<file path="src/rtl/range_mask_gen.sv">
// Range/one-hot/thermometer mask generator with valid/ready command and beat streams.
// Optional RANGE_MASK_GEN_POPCOUNT_EN adds out_cnt, the population count of out_mask.
module range_mask_gen #(
  parameter int IDX_W = 5,
  parameter int OUT_W = 2 ** IDX_W
) (
  input  logic             clk,
  input  logic             rst,
  input  logic             in_valid,
  output logic             in_ready,
  input  logic [IDX_W-1:0] in_lo,
  input  logic [IDX_W-1:0] in_hi,
  input  logic [1:0]       in_mode,
  output logic             out_valid,
  input  logic             out_ready,
  output logic [OUT_W-1:0] out_mask,
`ifdef RANGE_MASK_GEN_POPCOUNT_EN
  output logic [IDX_W:0]   out_cnt,
`endif
  output logic             out_last
);

  typedef enum logic [1:0] {IDLE, HOLD, SWEEP} state_t;

  state_t           state_reg, state_next;
  logic [OUT_W-1:0] mask_reg, mask_next;
  logic             last_reg, last_next;
  logic [IDX_W-1:0] cur_reg, cur_next;
  logic [IDX_W-1:0] hi_reg, hi_next;

  logic [IDX_W-1:0] cur_inc;
  logic [OUT_W-1:0] ge_lo, le_lo, le_hi, onehot_lo, onehot_inc;
  logic [OUT_W-1:0] range_mask, load_mask;
  logic             hs, accept;

  assign cur_inc = cur_reg + IDX_W'(1);

  // Per-bit index comparisons; every mask shape is built from these.
  genvar gi;
  generate
    for (gi = 0; gi < OUT_W; gi++) begin : g_bit
      localparam logic [IDX_W-1:0] BIT_IDX = IDX_W'(gi);
      assign ge_lo[gi]      = (BIT_IDX >= in_lo);
      assign le_lo[gi]      = (BIT_IDX <= in_lo);
      assign le_hi[gi]      = (BIT_IDX <= in_hi);
      assign onehot_lo[gi]  = (BIT_IDX == in_lo);
      assign onehot_inc[gi] = (BIT_IDX == cur_inc);
    end
  endgenerate

  // lo > hi wraps around the top of the mask.
  assign range_mask = (in_lo <= in_hi) ? (ge_lo & le_hi) : (ge_lo | le_hi);

  always_comb begin
    load_mask = onehot_lo;
    case (in_mode)
      2'd1:    load_mask = le_lo;
      2'd2:    load_mask = range_mask;
      default: load_mask = onehot_lo;
    endcase
  end

  assign out_valid = (state_reg != IDLE);
  assign out_mask  = mask_reg;
  assign out_last  = last_reg;
  assign hs        = out_valid & out_ready;
  assign in_ready  = (state_reg == IDLE) | (hs & last_reg);
  assign accept    = in_valid & in_ready;

  always_comb begin
    state_next = state_reg;
    mask_next  = mask_reg;
    last_next  = last_reg;
    cur_next   = cur_reg;
    hi_next    = hi_reg;
    if (accept) begin
      cur_next = in_lo;
      hi_next  = in_hi;
      if (in_mode == 2'd3) begin
        state_next = SWEEP;
        mask_next  = onehot_lo;
        last_next  = (in_lo == in_hi);
      end else begin
        state_next = HOLD;
        mask_next  = load_mask;
        last_next  = 1'b1;
      end
    end else if (hs) begin
      if (last_reg) begin
        state_next = IDLE;
        mask_next  = '0;
        last_next  = 1'b0;
      end else begin
        cur_next  = cur_inc;
        mask_next = onehot_inc;
        last_next = (cur_inc == hi_reg);
      end
    end
  end

  always_ff @(posedge clk) begin
    if (rst) begin
      state_reg <= IDLE;
      mask_reg  <= '0;
      last_reg  <= 1'b0;
      cur_reg   <= '0;
      hi_reg    <= '0;
    end else begin
      state_reg <= state_next;
      mask_reg  <= mask_next;
      last_reg  <= last_next;
      cur_reg   <= cur_next;
      hi_reg    <= hi_next;
    end
  end

`ifdef RANGE_MASK_GEN_POPCOUNT_EN
  logic [IDX_W:0] cnt_reg, cnt_next;

  always_comb begin
    cnt_next = '0;
    for (int i = 0; i < OUT_W; i++) begin
      cnt_next = cnt_next + {{IDX_W{1'b0}}, mask_next[i]};
    end
  end

  always_ff @(posedge clk) begin
    if (rst) begin
      cnt_reg <= '0;
    end else begin
      cnt_reg <= cnt_next;
    end
  end

  assign out_cnt = cnt_reg;
`endif

endmodule

</file>
<file path="config.mk">
export PLATFORM = sky130hd
export DESIGN_NAME = range_mask_gen
export DESIGN_NICKNAME = d
export VERILOG_FILES = /design/src/rtl/range_mask_gen.sv
export SDC_FILE = /design/constraint.sdc
export NUM_CORES = 1
export LEC_CHECK = 0
export ABC_AREA = 1
export BUFFER_PORTS_ARGS = -buffer_cell sky130_fd_sc_hd__buf_2
export CAP_MARGIN = 20
export CORE_ASPECT_RATIO = 1.5
export CORE_MARGIN = 2
export CORE_UTILIZATION = 25
export DETAILED_ROUTE_END_ITERATION = 7
export PLACE_DENSITY = 0.5
export SETUP_SLACK_MARGIN = 0.4
export SYNTH_ARGS = -nofsm -noshare
export SYNTH_HDL_FRONTEND = slang
export SYNTH_SLANG_ARGS = --single-unit
</file>
<file path="constraint.sdc">
create_clock -name clk -period 4.11 [get_ports clk]
set_input_delay 0.822 -clock clk [delete_from_list [all_inputs] [get_ports clk]]
set_output_delay 0.822 -clock clk [all_outputs]
set_load 0.1 [all_outputs]
</file>
==> impl_results.html, run 1 <==
<table>
<tr><th>Metric</th><th>Value</th></tr>
<tr><th colspan="2">Synthesis</th></tr>
<tr><td>Register area share after synthesis</td><td>22.04%</td></tr>
<tr><td>Cell type with the largest total area after synthesis</td><td>dfxtp_1</td></tr>
<tr><td>Instance count of the mapped netlist</td><td>712</td></tr>
<tr><td>Async set-or-reset flop fraction in the synthesized netlist</td><td>0%</td></tr>
<tr><td>Adder and majority cell fraction of the synthesized area</td><td>3.979%</td></tr>
<tr><td>Post-synthesis area per instance</td><td>5.741 sq um</td></tr>
<tr><td>Most numerous cell in the Yosys netlist</td><td>nand2_1</td></tr>
<tr><td>Multiplexer fraction of the synthesized cell area</td><td>0%</td></tr>
<tr><td>Largest cells by area after synthesis</td><td>dfxtp_1 (22%), nand2_1 (17%), a21oi_1 (12%)</td></tr>
<tr><td>Number of warning messages in the yosys log</td><td>0</td></tr>
<tr><td>Largest family of logic cells by synthesized area</td><td>simple AND/OR/NAND/NOR gates</td></tr>
<tr><td>Cell area after synthesis</td><td>4088 sq um</td></tr>
<tr><td>Most used flip-flop cell after synthesis</td><td>dfxtp_1</td></tr>
<tr><td>Area share of xor/xnor cells in the synthesized design</td><td>1.653%</td></tr>
<tr><td>Area share of the leading cell type in the synthesized netlist</td><td>22.04%</td></tr>
<tr><td>Synth cell count leaders</td><td>nand2_1 (187), a21oi_1 (94), o21ai_0 (83)</td></tr>
<tr><td>Number of flops mapped to enable cells by yosys</td><td>0</td></tr>
<tr><td>Synthesized-area fraction occupied by and/or/nand/nor cells</td><td>33.73%</td></tr>
<tr><td>Compound-Gate Fraction of Synth Area</td><td>27.30%</td></tr>
<tr><td>Cell variety after synth</td><td>35</td></tr>
<tr><td>Flip-flop and latch count after synthesis</td><td>45</td></tr>
<tr><td>Synthesized Nets</td><td>741</td></tr>
<tr><th colspan="2">Setup path</th></tr>
<tr><td>Worst path bufs/invs</td><td>3</td></tr>
<tr><td>Largest stage delay on the critical path</td><td>340 ps</td></tr>
<tr><td>Critical Path Most Common Cell</td><td>nand2_1</td></tr>
<tr><td>Largest delay contributor family on the critical path</td><td>simple AND/OR/NAND/NOR gates</td></tr>
<tr><td>Category of the most critical setup path</td><td>in -&gt; reg</td></tr>
<tr><td>Crit path DAT</td><td>3110 ps</td></tr>
<tr><td>Type of origin of the critical path</td><td>input port</td></tr>
<tr><td>Setup crit end kind</td><td>flip-flop</td></tr>
<tr><td>Cell chain of the critical path</td><td>buf_2, inv_1, ha_1, nand2_1, nor2_1, nand2_1, nand3_1, nand2_1, buf_4, o21ai_0, nand3_1, nand2_1, nand2_1, a21oi_1</td></tr>
<tr><td>Crit path max fanout</td><td>16</td></tr>
<tr><td>Worst path required time</td><td>4330 ps</td></tr>
<tr><td>Max stage delay cell, worst path</td><td>ha_1</td></tr>
<tr><th colspan="2">STA</th></tr>
<tr><td>Max-slew violations</td><td>0</td></tr>
<tr><td>Post-Route Hold Slack</td><td>469.2 ps</td></tr>
<tr><td>Final-report hold violation count</td><td>0</td></tr>
<tr><td>Portion of the clock cycle consumed by the worst path in the final layout</td><td>70.26%</td></tr>
<tr><td>Normalized max-slew margin</td><td>32.58%</td></tr>
<tr><td>Max Clk Rate</td><td>346.3 MHz</td></tr>
<tr><td>Worst-Margin Slew</td><td>1010 ps</td></tr>
<tr><td>Setup Skew</td><td>9.320 ps</td></tr>
<tr><td>Final count of negative-setup-slack endpoints</td><td>0</td></tr>
<tr><td>Worst Setup Slack, final</td><td>1222 ps</td></tr>
<tr><td>Final Critical Period</td><td>2888 ps</td></tr>
<tr><td>Total Neg Setup Slack</td><td>0 ps</td></tr>
<tr><td>Unrepaired setup endpoints after global routing</td><td>no</td></tr>
<tr><th colspan="2">Place</th></tr>
<tr><td>Total half-perimeter wirelength after legalization and detailed placement</td><td>13020 microns</td></tr>
<tr><td>Post-placement worst setup slack</td><td>968.5 ps</td></tr>
<tr><td>Routability congestion estimate</td><td>0.9354</td></tr>
<tr><td>Port buffer count</td><td>50</td></tr>
<tr><td>Instance area at placement</td><td>4472 sq um</td></tr>
<tr><td>Dpl cells</td><td>936</td></tr>
<tr><th colspan="2">Floorplanning</th></tr>
<tr><td>Number of I/O pins</td><td>51</td></tr>
<tr><td>Initial standard-cell utilization of the core</td><td>25.36%</td></tr>
<tr><td>Floorplan die area</td><td>17410 sq um</td></tr>
<tr><td>Core Region</td><td>16120 sq um</td></tr>
<tr><td>Horizontal die dimension</td><td>108.4 microns</td></tr>
<tr><td>Standard-cell rows</td><td>57</td></tr>
<tr><td>Floorplan die height</td><td>160.6 microns</td></tr>
<tr><th colspan="2">Cells and area</th></tr>
<tr><td>Number of flip-flops under the largest register name</td><td>32</td></tr>
<tr><td>Combined area of the multi-input logic cells</td><td>2725 sq um</td></tr>
<tr><td>FF/Latch Area</td><td>900.9 sq um</td></tr>
<tr><td>Synthesis-to-layout area growth</td><td>12.92%</td></tr>
<tr><td>Share of the core filled with cells</td><td>28.64%</td></tr>
<tr><td>Finished layout cell area</td><td>4616 sq um</td></tr>
<tr><td>NumNets Final</td><td>766</td></tr>
<tr><td>Fraction of layout cells with a size suffix above 1</td><td>11.65%</td></tr>
<tr><td>Layout Cells excl Fill</td><td>944</td></tr>
<tr><td>Number of antenna repair diodes</td><td>0</td></tr>
<tr><td>Filler cell count</td><td>1950</td></tr>
<tr><th colspan="2">Clocking</th></tr>
<tr><td>Post-cts repair resize count</td><td>0</td></tr>
<tr><td>Number of clock sinks</td><td>45</td></tr>
<tr><td>Number of H-tree branching levels</td><td>2</td></tr>
<tr><td>Clock tree buffer depth</td><td>2</td></tr>
<tr><td>Post-CTS repair timing setup buffer count</td><td>0</td></tr>
<tr><td>CTS Hold Buffers Added</td><td>0</td></tr>
<tr><td>Clock Pin Slew Worst Setup and Hold Paths</td><td>60 ps</td></tr>
<tr><td>Master cell of the clock root buffer</td><td>clkbuf_16</td></tr>
<tr><td>Clock tree from TritonCTS</td><td>done</td></tr>
<tr><td>Number of buffers created by CTS</td><td>5</td></tr>
<tr><td>Clock latency at the later pin of the worst-skew pair</td><td>290 ps</td></tr>
<tr><th colspan="2">Power and ir drop</th></tr>
<tr><td>Ratio of total power to cell area</td><td>371.1 nW/um^2</td></tr>
<tr><td>Overall power of the completed layout</td><td>1.713 mW</td></tr>
<tr><td>Static Leakage</td><td>2.064 nW</td></tr>
<tr><td>Maximum ir drop on the vdd rail</td><td>0.0001717 V</td></tr>
<tr><th colspan="2">Route</th></tr>
<tr><td>Average wire length per cell after detail routing</td><td>17.62 microns</td></tr>
<tr><td>Remaining antenna violation count after routing</td><td>0</td></tr>
<tr><td>Detailed Route Iter0 Violations</td><td>471</td></tr>
<tr><td>DRC viols</td><td>0</td></tr>
<tr><td>Via density per instance</td><td>5.173</td></tr>
<tr><td>Number of vias after detailed routing</td><td>4883</td></tr>
<tr><td>Number of iterations in the first detailed-routing pass</td><td>6</td></tr>
<tr><td>Final Routed Wirelength</td><td>16630 microns</td></tr>
<tr><th colspan="2">Run</th></tr>
<tr><td>Maximum Capacitance Violations</td><td>0</td></tr>
<tr><th colspan="2">GRT</th></tr>
<tr><td>Via count of the first global-routing pass</td><td>4644</td></tr>
<tr><td>GRT Overall Usage</td><td>19.27%</td></tr>
<tr><td>Antenna violations before repair</td><td>0</td></tr>
<tr><td>Pin count of the biggest net entering global routing</td><td>33</td></tr>
<tr><td>Global route overflow</td><td>0</td></tr>
<tr><td>Global-route wire length before repair</td><td>26200 microns</td></tr>
<tr><th colspan="2">Status</th></tr>
<tr><td>Status</td><td>complete, no violations</td></tr>
<tr><th colspan="2">Worst hold path</th></tr>
<tr><td>Hold Path Class</td><td>reg -&gt; reg</td></tr>
</table>
placed cells by master, fill, tap and decap left out, types with 2 or more instances in the layout:
master	instances
nand3_1	53
dfxtp_1	45
o22ai_1	3
a21oi_1	94
nor2_1	61
xor2_1	4
o21ai_0	83
nor2_4	3
nor3_1	4
ha_1	13
and2_0	2
o21ai_1	4
inv_1	64
nand4_1	6
buf_2	50
a31oi_1	11
nand2_1	187
inv_2	5
a22oi_1	6
nand2_4	2
buf_4	10
clkinvlp_4	2
a41oi_1	8
nor2_2	4
clkbuf_16	5
worst min-delay path, stage by stage (launching register included):
cell and delay, ps:
dfxtp_1 310, inv_1 60, a21oi_1 50
routing by layer:
metal / vias up / part of all wire (%) / global-route usage [%]
met3: 53 / 5.0 / 1.542
met4: 0 / 4.5 / 8.974
met1: 2224 / 40 / 23.63
met2: 194 / 50 / 33.55
li1: 2412 / - / -
met5: - / 0 / 0
kinds of logic (layout without fill, tap and decap cells):
logic type,count (synthesis),in the layout
AOI/OAI and AO/OA,210,210
xor gates and xnor gates,6,6
adders and majority gates,13,13
buffers and inverters,112,138
DFF,45,45
and+or+nand+nor,326,326
area by class of cell:
type | instances | area share (%)
Tap cell | 206 | 5.584
Clock buffer | 6 | 2.792
Clock inverter | 2 | 0.3253
Multi-Input combinational cell | 555 | 59.04
Timing Repair Buffer | 60 | 7.048
Inverter | 70 | 5.693
Sequential cell | 45 | 19.52
power by group:
group          switching [mW]  total, mW  internal [mW]
logic                   0.636      0.804          0.167
registers              0.0291      0.511          0.482
clock network           0.173      0.398          0.226
total                   0.838       1.71          0.874
worst paths after layout:
kind	startpoint	end	slack (ps)	cells past startpoint
max	in_hi[4]	out_mask[20]	1220	14
min	hi_reg[1]	hi_reg[1]	470	2
max reg2reg	out_last	out_mask[14]	1710	9
min reg2reg	hi_reg[1]	hi_reg[1]	470	2
Power figures use the tool's default switching activity.
==> run 2: changes to the inputs <==
==> constraint.sdc (replaced) <==
create_clock -name clk -period 3 [get_ports clk]
set_input_delay 0.6 -clock clk [delete_from_list [all_inputs] [get_ports clk]]
set_output_delay 0.6 -clock clk [all_outputs]
set_load 0.1 [all_outputs]
==> impl_results.html, run 2 (synthesis results as in run 1) <==
<table>
<tr><th>Metric</th><th>Value</th></tr>
<tr><th colspan="2">GRT</th></tr>
<tr><td>Antenna violations before repair</td><td>0 (unchanged)</td></tr>
<tr><td>Global-route wire length before repair</td><td>25850 microns (-1.3%)</td></tr>
<tr><td>Via count of the first global-routing pass</td><td>4571 (-1.6%)</td></tr>
<tr><td>GRT Overall Usage</td><td>19.13% (-0.14 points)</td></tr>
<tr><td>Pin count of the biggest net entering global routing</td><td>33 (unchanged)</td></tr>
<tr><td>Global route overflow</td><td>0 (unchanged)</td></tr>
<tr><th colspan="2">STA</th></tr>
<tr><td>Worst Setup Slack, final</td><td>649.3 ps (-573.1 ps)</td></tr>
<tr><td>Worst-Margin Slew</td><td>653.5 ps (-356.7 ps)</td></tr>
<tr><td>Unrepaired setup endpoints after global routing</td><td>no</td></tr>
<tr><td>Normalized max-slew margin</td><td>56.27% (+24 points)</td></tr>
<tr><td>Final count of negative-setup-slack endpoints</td><td>0 (unchanged)</td></tr>
<tr><td>Portion of the clock cycle consumed by the worst path in the final layout</td><td>78.36%</td></tr>
<tr><td>Max-slew violations</td><td>0 (unchanged)</td></tr>
<tr><td>Total Neg Setup Slack</td><td>0 ps (unchanged)</td></tr>
<tr><td>Post-Route Hold Slack</td><td>474.5 ps (+5.335 ps)</td></tr>
<tr><td>Max Clk Rate</td><td>425.4 MHz</td></tr>
<tr><td>Setup Skew</td><td>2.614 ps (-6.706 ps)</td></tr>
<tr><td>Final-report hold violation count</td><td>0 (unchanged)</td></tr>
<tr><td>Final Critical Period</td><td>2351 ps</td></tr>
<tr><th colspan="2">Route</th></tr>
<tr><td>Number of vias after detailed routing</td><td>4919 (+0.74%)</td></tr>
<tr><td>Via density per instance</td><td>5.151 (-0.42%)</td></tr>
<tr><td>Number of iterations in the first detailed-routing pass</td><td>5 (-1)</td></tr>
<tr><td>Average wire length per cell after detail routing</td><td>17.42 microns (-1.1%)</td></tr>
<tr><td>Detailed Route Iter0 Violations</td><td>439 (-6.8%)</td></tr>
<tr><td>Final Routed Wirelength</td><td>16640 microns (about the same)</td></tr>
<tr><td>DRC viols</td><td>0 (unchanged)</td></tr>
<tr><td>Remaining antenna violation count after routing</td><td>0 (unchanged)</td></tr>
<tr><th colspan="2">Floorplanning</th></tr>
<tr><td>Floorplan die area</td><td>17410 sq um (unchanged)</td></tr>
<tr><td>Number of I/O pins</td><td>51 (unchanged)</td></tr>
<tr><td>Initial standard-cell utilization of the core</td><td>25.36% (unchanged)</td></tr>
<tr><td>Horizontal die dimension</td><td>108.4 microns (unchanged)</td></tr>
<tr><td>Floorplan die height</td><td>160.6 microns (unchanged)</td></tr>
<tr><td>Standard-cell rows</td><td>57 (unchanged)</td></tr>
<tr><td>Core Region</td><td>16120 sq um (unchanged)</td></tr>
<tr><th colspan="2">Setup path</th></tr>
<tr><td>Endpoint of the lowest-slack register-to-register path</td><td>out_mask[14]</td></tr>
<tr><td>Crit path max fanout</td><td>13 (-3)</td></tr>
<tr><td>Crit path DAT</td><td>2580 ps (-530 ps)</td></tr>
<tr><td>Largest stage delay on the critical path</td><td>540 ps (+200 ps)</td></tr>
<tr><td>Critical Path Most Common Cell</td><td>inv_1</td></tr>
<tr><td>Largest delay contributor family on the critical path</td><td>buffers and inverters</td></tr>
<tr><td>Worst path required time</td><td>3230 ps (-1100 ps)</td></tr>
<tr><td>Slack of the worst reg-to-reg path</td><td>650 ps (-1060 ps)</td></tr>
<tr><td>Number of cells on the worst reg-to-reg path</td><td>9 (unchanged)</td></tr>
<tr><td>Setup crit end kind</td><td>flip-flop</td></tr>
<tr><td>Max stage delay cell, worst path</td><td>dfxtp_1</td></tr>
<tr><td>Type of origin of the critical path</td><td>flip-flop</td></tr>
<tr><td>Worst path bufs/invs</td><td>3 (unchanged)</td></tr>
<tr><td>Critical R2R Launch</td><td>cur_reg[0]</td></tr>
<tr><td>Cell chain of the critical path</td><td>ha_1, nand3_1, xor2_1, buf_4, inv_1, nand2_1, inv_1, a31oi_1, a21oi_1</td></tr>
<tr><td>Category of the most critical setup path</td><td>reg -&gt; reg</td></tr>
<tr><th colspan="2">Cells and area</th></tr>
<tr><td>Fraction of layout cells with a size suffix above 1</td><td>13.08% (+1.4 points)</td></tr>
<tr><td>Commonest cells after routing, fill and taps aside</td><td>nand2_1 (186), a21oi_1 (94), o21ai_0 (83)</td></tr>
<tr><td>NumNets Final</td><td>777 (+1.4%)</td></tr>
<tr><td>Synthesis-to-layout area growth</td><td>14.94%</td></tr>
<tr><td>Number of flip-flops under the largest register name</td><td>32 (unchanged)</td></tr>
<tr><td>Most frequent standard cell in the layout excluding fill and tap cells</td><td>nand2_1</td></tr>
<tr><td>Number of antenna repair diodes</td><td>0 (unchanged)</td></tr>
<tr><td>Layout Cells excl Fill</td><td>955 (+1.2%)</td></tr>
<tr><th colspan="2">Power and ir drop</th></tr>
<tr><td>Ratio of total power to cell area</td><td>505.4 nW/um^2 (+36%)</td></tr>
<tr><td>Overall power of the completed layout</td><td>2.375 mW (+39%)</td></tr>
<tr><td>Maximum ir drop on the vdd rail</td><td>0.0002634 V (+53%)</td></tr>
<tr><td>Static Leakage</td><td>2.125 nW (+3.0%)</td></tr>
<tr><th colspan="2">Clocking</th></tr>
<tr><td>Number of clock sinks</td><td>45 (unchanged)</td></tr>
<tr><td>Post-CTS repair timing setup buffer count</td><td>0 (unchanged)</td></tr>
<tr><td>Clock latency at the later pin of the worst-skew pair</td><td>290 ps (about the same)</td></tr>
<tr><td>Clock tree from TritonCTS</td><td>done</td></tr>
<tr><td>Clock Pin Slew Worst Setup and Hold Paths</td><td>60 ps (about the same)</td></tr>
<tr><td>Number of H-tree branching levels</td><td>2 (unchanged)</td></tr>
<tr><td>Clock tree buffer depth</td><td>2 (unchanged)</td></tr>
<tr><td>Master cell of the clock root buffer</td><td>clkbuf_16</td></tr>
<tr><td>Number of buffers created by CTS</td><td>5 (unchanged)</td></tr>
<tr><td>CTS Hold Buffers Added</td><td>0 (unchanged)</td></tr>
<tr><th colspan="2">Worst hold path</th></tr>
<tr><td>Hold Path Class</td><td>reg -&gt; reg</td></tr>
<tr><td>Endpoint with the worst hold slack</td><td>hi_reg[0]</td></tr>
<tr><td>Worst Hold Depth</td><td>2 (unchanged)</td></tr>
<tr><td>Launch point of the worst hold path</td><td>hi_reg[0]</td></tr>
<tr><th colspan="2">Place</th></tr>
<tr><td>Total half-perimeter wirelength after legalization and detailed placement</td><td>13060 microns (+0.30%)</td></tr>
<tr><td>Dpl cells</td><td>947 (+1.2%)</td></tr>
<tr><td>Post-placement worst setup slack</td><td>304.8 ps (-663.8 ps)</td></tr>
<tr><td>Routability congestion estimate</td><td>0.9266 (-0.94%)</td></tr>
<tr><td>Port buffer count</td><td>50 (unchanged)</td></tr>
<tr><th colspan="2">Run</th></tr>
<tr><td>Maximum Capacitance Violations</td><td>0 (unchanged)</td></tr>
<tr><th colspan="2">Status</th></tr>
<tr><td>Status</td><td>complete, no violations</td></tr>
</table>
## run 2: cell count changes in the layout (fill, tap and decap cells not counted)
| cell | change |
|---|---|
| buf_2 | -1 |
| buf_4 | +11 |
| clkbuf_4 | +1 |
| clkinv_2 | +2 |
| clkinvlp_4 | -2 |
| nand2_1 | -1 |
| nand2_2 | +1 |
## run 2: tightest hold or removal path, cell delays in order, from the launching register on
cell and delay, ps:
dfxtp_1 310, inv_1 60, a21oi_1 50
## run 2: metrics by stage
step / cell area [sq um] / util, %
global route: 4698 / 29.15
floorplan: 4088 / -
detailed placement: 4554 / 28.26
global placement: 4554 / 28.26
finish: 4698 / 29.15
CTS: 4693 / 29.12
## run 2: timing repair
| item | CTS | global route |
|---|---|---|
| endpoints found under the setup margin | 0 | 24 |
| endpoints found under the hold margin | 0 | 0 |
| gates resized for setup | 0 | 2 |
## run 2: metal layers
layer	track usage, %	wire (microns)
met5	0	0
met4	9.848	786
met3	1.096	687
met2	33.13	8312
met1	23.49	6850
## run 2: worst max path at each step
stage / start / end / slack (ps) / depth (start not counted)
after global routing: in_hi[4] / out_mask[22] / 440 / 14
final: cur_reg[0] / out_mask[14] / 650 / 9
after global placement: in_hi[4] / out_mask[29] / 350 / 14
after CTS: in_hi[4] / out_mask[29] / 600 / 14
after floorplan: out_last / out_mask[15] / 510 / 10
after detailed placement: in_hi[4] / out_mask[22] / 300 / 14
## run 2: area by class of cell
| cell class | count | area [sq um] |
|---|---|---|
| tap | 206 | 257.7 |
| clock buffer | 6 | 128.9 |
| multi-input combinational | 555 | 2728 |
| sequential | 45 | 900.9 |
| inverter | 70 | 262.8 |
| fill | 1919 | 11420 |
| clock inverter | 2 | 10.01 |
| timing repair buffer | 71 | 410.4 |
## run 2: power by group
part	internal [mW]	switching, mW
clock	0.307	0.245
sequential	0.660	0.0416
combinational	0.244	0.878
==> run 3: changes to the inputs <==
==> constraint.sdc (replaced) <==
create_clock -name clk -period 2.3 [get_ports clk]
set_input_delay 0.46 -clock clk [delete_from_list [all_inputs] [get_ports clk]]
set_output_delay 0.46 -clock clk [all_outputs]
set_load 0.1 [all_outputs]
==> impl_results.html, run 3 (synthesis results as in run 1) <==
<table>
<tr><th>Metric</th><th>Value</th></tr>
<tr><th colspan="2">Status</th></tr>
<tr><td>Status</td><td>complete, no violations</td></tr>
<tr><th colspan="2">Clocking</th></tr>
<tr><td>Number of H-tree branching levels</td><td>2 (unchanged)</td></tr>
<tr><td>Clock Pin Slew Worst Setup and Hold Paths</td><td>70 ps (about the same)</td></tr>
<tr><td>Clock latency at the later pin of the worst-skew pair</td><td>300 ps (about the same)</td></tr>
<tr><td>Master cell of the clock root buffer</td><td>clkbuf_16</td></tr>
<tr><td>CTS Hold Buffers Added</td><td>0 (unchanged)</td></tr>
<tr><td>Number of clock sinks</td><td>45 (unchanged)</td></tr>
<tr><td>Number of buffers created by CTS</td><td>5 (unchanged)</td></tr>
<tr><td>Clock tree buffer depth</td><td>2 (unchanged)</td></tr>
<tr><td>Clock tree from TritonCTS</td><td>done</td></tr>
<tr><th colspan="2">STA</th></tr>
<tr><td>Unrepaired setup endpoints after global routing</td><td>yes</td></tr>
<tr><td>Final-report hold violation count</td><td>0 (unchanged)</td></tr>
<tr><td>Portion of the clock cycle consumed by the worst path in the final layout</td><td>79.09%</td></tr>
<tr><td>Max Clk Rate</td><td>549.7 MHz</td></tr>
<tr><td>Post-Route Hold Slack</td><td>468.0 ps (-6.546 ps)</td></tr>
<tr><td>Setup Skew</td><td>5.719 ps (+3.105 ps)</td></tr>
<tr><td>Max-slew violations</td><td>0 (unchanged)</td></tr>
<tr><td>Normalized max-slew margin</td><td>67.10% (+11 points)</td></tr>
<tr><td>Final count of negative-setup-slack endpoints</td><td>0 (unchanged)</td></tr>
<tr><td>Worst-Margin Slew</td><td>496.9 ps (-156.6 ps)</td></tr>
<tr><td>Total Neg Setup Slack</td><td>0 ps (unchanged)</td></tr>
<tr><td>Worst Setup Slack, final</td><td>480.9 ps (-168.4 ps)</td></tr>
<tr><td>Final Critical Period</td><td>1819 ps</td></tr>
<tr><th colspan="2">Setup path</th></tr>
<tr><td>Largest stage delay on the critical path</td><td>420 ps (-120 ps)</td></tr>
<tr><td>Crit path max fanout</td><td>3 (-10)</td></tr>
<tr><td>Endpoint of the lowest-slack register-to-register path</td><td>out_mask[0]</td></tr>
<tr><td>Worst path bufs/invs</td><td>1 (-2)</td></tr>
<tr><td>Total number of cells along the worst setup path</td><td>3 (-6)</td></tr>
<tr><td>Setup crit end kind</td><td>output pin</td></tr>
<tr><td>Type of origin of the critical path</td><td>flip-flop</td></tr>
<tr><td>Largest delay contributor family on the critical path</td><td>buffers and inverters</td></tr>
<tr><td>Cell chain of the critical path</td><td>or2_4, nand2_4, buf_2</td></tr>
<tr><td>Number of cells on the worst reg-to-reg path</td><td>8 (-1)</td></tr>
<tr><td>Category of the most critical setup path</td><td>reg -&gt; out</td></tr>
<tr><td>Critical Path End</td><td>in_ready</td></tr>
<tr><td>Critical R2R Launch</td><td>cur_reg[0]</td></tr>
<tr><td>Max stage delay cell, worst path</td><td>buf_2</td></tr>
<tr><td>Crit path DAT</td><td>1360 ps (-1220 ps)</td></tr>
<tr><td>Slack of the worst reg-to-reg path</td><td>510 ps (-140 ps)</td></tr>
<tr><td>Worst path required time</td><td>1840 ps (-1390 ps)</td></tr>
<tr><td>Launch point of the critical path</td><td>state_reg[0]</td></tr>
<tr><th colspan="2">GRT</th></tr>
<tr><td>GRT met2 Usage</td><td>35.48% (+2.4 points)</td></tr>
<tr><td>Antenna violations before repair</td><td>0 (unchanged)</td></tr>
<tr><td>Busiest metal layer after global routing</td><td>met2</td></tr>
<tr><td>Global-route wire length before repair</td><td>26480 microns (+2.4%)</td></tr>
<tr><td>Global route overflow</td><td>0 (unchanged)</td></tr>
<tr><td>Met1 routing resource usage after global routing</td><td>22.56% (-0.93 points)</td></tr>
<tr><td>Via count of the first global-routing pass</td><td>4853 (+6.2%)</td></tr>
<tr><td>GRT Overall Usage</td><td>19.55% (+0.42 points)</td></tr>
<tr><td>Pin count of the biggest net entering global routing</td><td>33 (unchanged)</td></tr>
<tr><td>Met3 capacity usage during global routing</td><td>1.015% (-0.081 points)</td></tr>
<tr><th colspan="2">Route</th></tr>
<tr><td>Number of vias after detailed routing</td><td>5027 (+2.2%)</td></tr>
<tr><td>Remaining antenna violation count after routing</td><td>0 (unchanged)</td></tr>
<tr><td>Average wire length per cell after detail routing</td><td>17.27 microns (-0.84%)</td></tr>
<tr><td>Detailed Route Iter0 Violations</td><td>324 (-26%)</td></tr>
<tr><td>Final Routed Wirelength</td><td>17100 microns (+2.8%)</td></tr>
<tr><td>Via density per instance</td><td>5.078 (-1.4%)</td></tr>
<tr><td>DRC viols</td><td>0 (unchanged)</td></tr>
<tr><td>Number of iterations in the first detailed-routing pass</td><td>5 (unchanged)</td></tr>
<tr><th colspan="2">Cells and area</th></tr>
<tr><td>Most frequent standard cell in the layout excluding fill and tap cells</td><td>nand2_1</td></tr>
<tr><td>Number of antenna repair diodes</td><td>0 (unchanged)</td></tr>
<tr><td>Number of flip-flops under the largest register name</td><td>32 (unchanged)</td></tr>
<tr><td>Fraction of layout cells with a size suffix above 1</td><td>21.56% (+8.5 points)</td></tr>
<tr><td>Filler cell count</td><td>1903 (-0.83%)</td></tr>
<tr><td>Commonest cells after routing, fill and taps aside</td><td>nand2_1 (180), a21oi_1 (91), o21ai_0 (81)</td></tr>
<tr><td>NumNets Final</td><td>812 (+4.5%)</td></tr>
<tr><td>Synthesis-to-layout area growth</td><td>27.18%</td></tr>
<tr><th colspan="2">Place</th></tr>
<tr><td>Total half-perimeter wirelength after legalization and detailed placement</td><td>13430 microns (+2.9%)</td></tr>
<tr><td>Post-placement worst setup slack</td><td>16.25 ps (-288.5 ps)</td></tr>
<tr><td>Port buffer count</td><td>50 (unchanged)</td></tr>
<tr><td>Routability congestion estimate</td><td>0.9244 (-0.24%)</td></tr>
<tr><th colspan="2">Floorplanning</th></tr>
<tr><td>Core Region</td><td>16120 sq um (unchanged)</td></tr>
<tr><td>Floorplan die height</td><td>160.6 microns (unchanged)</td></tr>
<tr><td>Number of I/O pins</td><td>51 (unchanged)</td></tr>
<tr><td>Initial standard-cell utilization of the core</td><td>25.36% (unchanged)</td></tr>
<tr><td>Horizontal die dimension</td><td>108.4 microns (unchanged)</td></tr>
<tr><td>Standard-cell rows</td><td>57 (unchanged)</td></tr>
<tr><td>Floorplan die area</td><td>17410 sq um (unchanged)</td></tr>
<tr><th colspan="2">Power and ir drop</th></tr>
<tr><td>Overall power of the completed layout</td><td>3.251 mW (+37%)</td></tr>
<tr><td>Ratio of total power to cell area</td><td>625.2 nW/um^2 (+24%)</td></tr>
<tr><td>Static Leakage</td><td>2.307 nW (+8.5%)</td></tr>
<tr><td>Maximum ir drop on the vdd rail</td><td>0.0003575 V (+36%)</td></tr>
<tr><th colspan="2">Worst hold path</th></tr>
<tr><td>Hold Path Class</td><td>reg -&gt; reg</td></tr>
<tr><th colspan="2">Run</th></tr>
<tr><td>Maximum Capacitance Violations</td><td>0 (unchanged)</td></tr>
</table>
run 3: area by class of cell:
type | count | area (sq um) | area share [%]
Multi-Input combinational cell | 556 | 2918 | 56.13
Sequential cell | 45 | 909.6 | 17.50
Timing Repair Buffer | 104 | 695.7 | 13.38
Inverter | 70 | 266.5 | 5.126
Tap cell | 206 | 257.7 | 4.958
Clock buffer | 6 | 128.9 | 2.479
Clock inverter | 2 | 15.01 | 0.2888
Timing Repair inverter | 1 | 7.507 | 0.1444
run 3: where the power goes:
group          total, mW  switching (mW)  internal [mW]
clock network      0.730           0.327          0.404
registers          0.915          0.0525          0.862
logic               1.61            1.20          0.404
run 3: worst min path at each step:
stage	startpoint	cells past startpoint	to	slack (ps)
finish	hi_reg[1]	2	hi_reg[1]	470
global route	hi_reg[0]	2	hi_reg[0]	480
CTS	hi_reg[1]	2	hi_reg[1]	470
detailed placement	hi_reg[1]	2	hi_reg[1]	460
global placement	hi_reg[2]	2	hi_reg[2]	460
floorplan	hi_reg[1]	2	hi_reg[1]	440
run 3: repair_timing:
action | 4_1_cts | 5_1_grt
gates resized for setup | 10 | 37
cloned | 1 | 1
setup endpoints to repair | 18 | 30
setup buffers | 1 | 2
pin swaps | 1 | 10
run 3: through the flow:
stage	cell area (sq um)	util, %	cells
3_5_place_dp	4831	29.97	977
2_1_floorplan	4158	-	712
4_1_cts	5021	31.15	987
6_report	5199	32.25	990
3_3_place_gp	4831	29.97	977
5_1_grt	5199	32.25	990
run 3: worst register-to-register path, stage by stage, from the launching register on:
cell,delay (ps)
dfxtp_4,400
ha_4,170
nand3_2,110
xor2_2,220
inv_2,90
nand2_4,120
clkinvlp_4,250
a21oi_1,230
a21oi_1,80
run 3: per-layer routing:
metal	share of wire, %	wire (microns)
met1	39	6729
met2	52	8910
met3	3.4	577
met4	5.2	883
met5	0	0
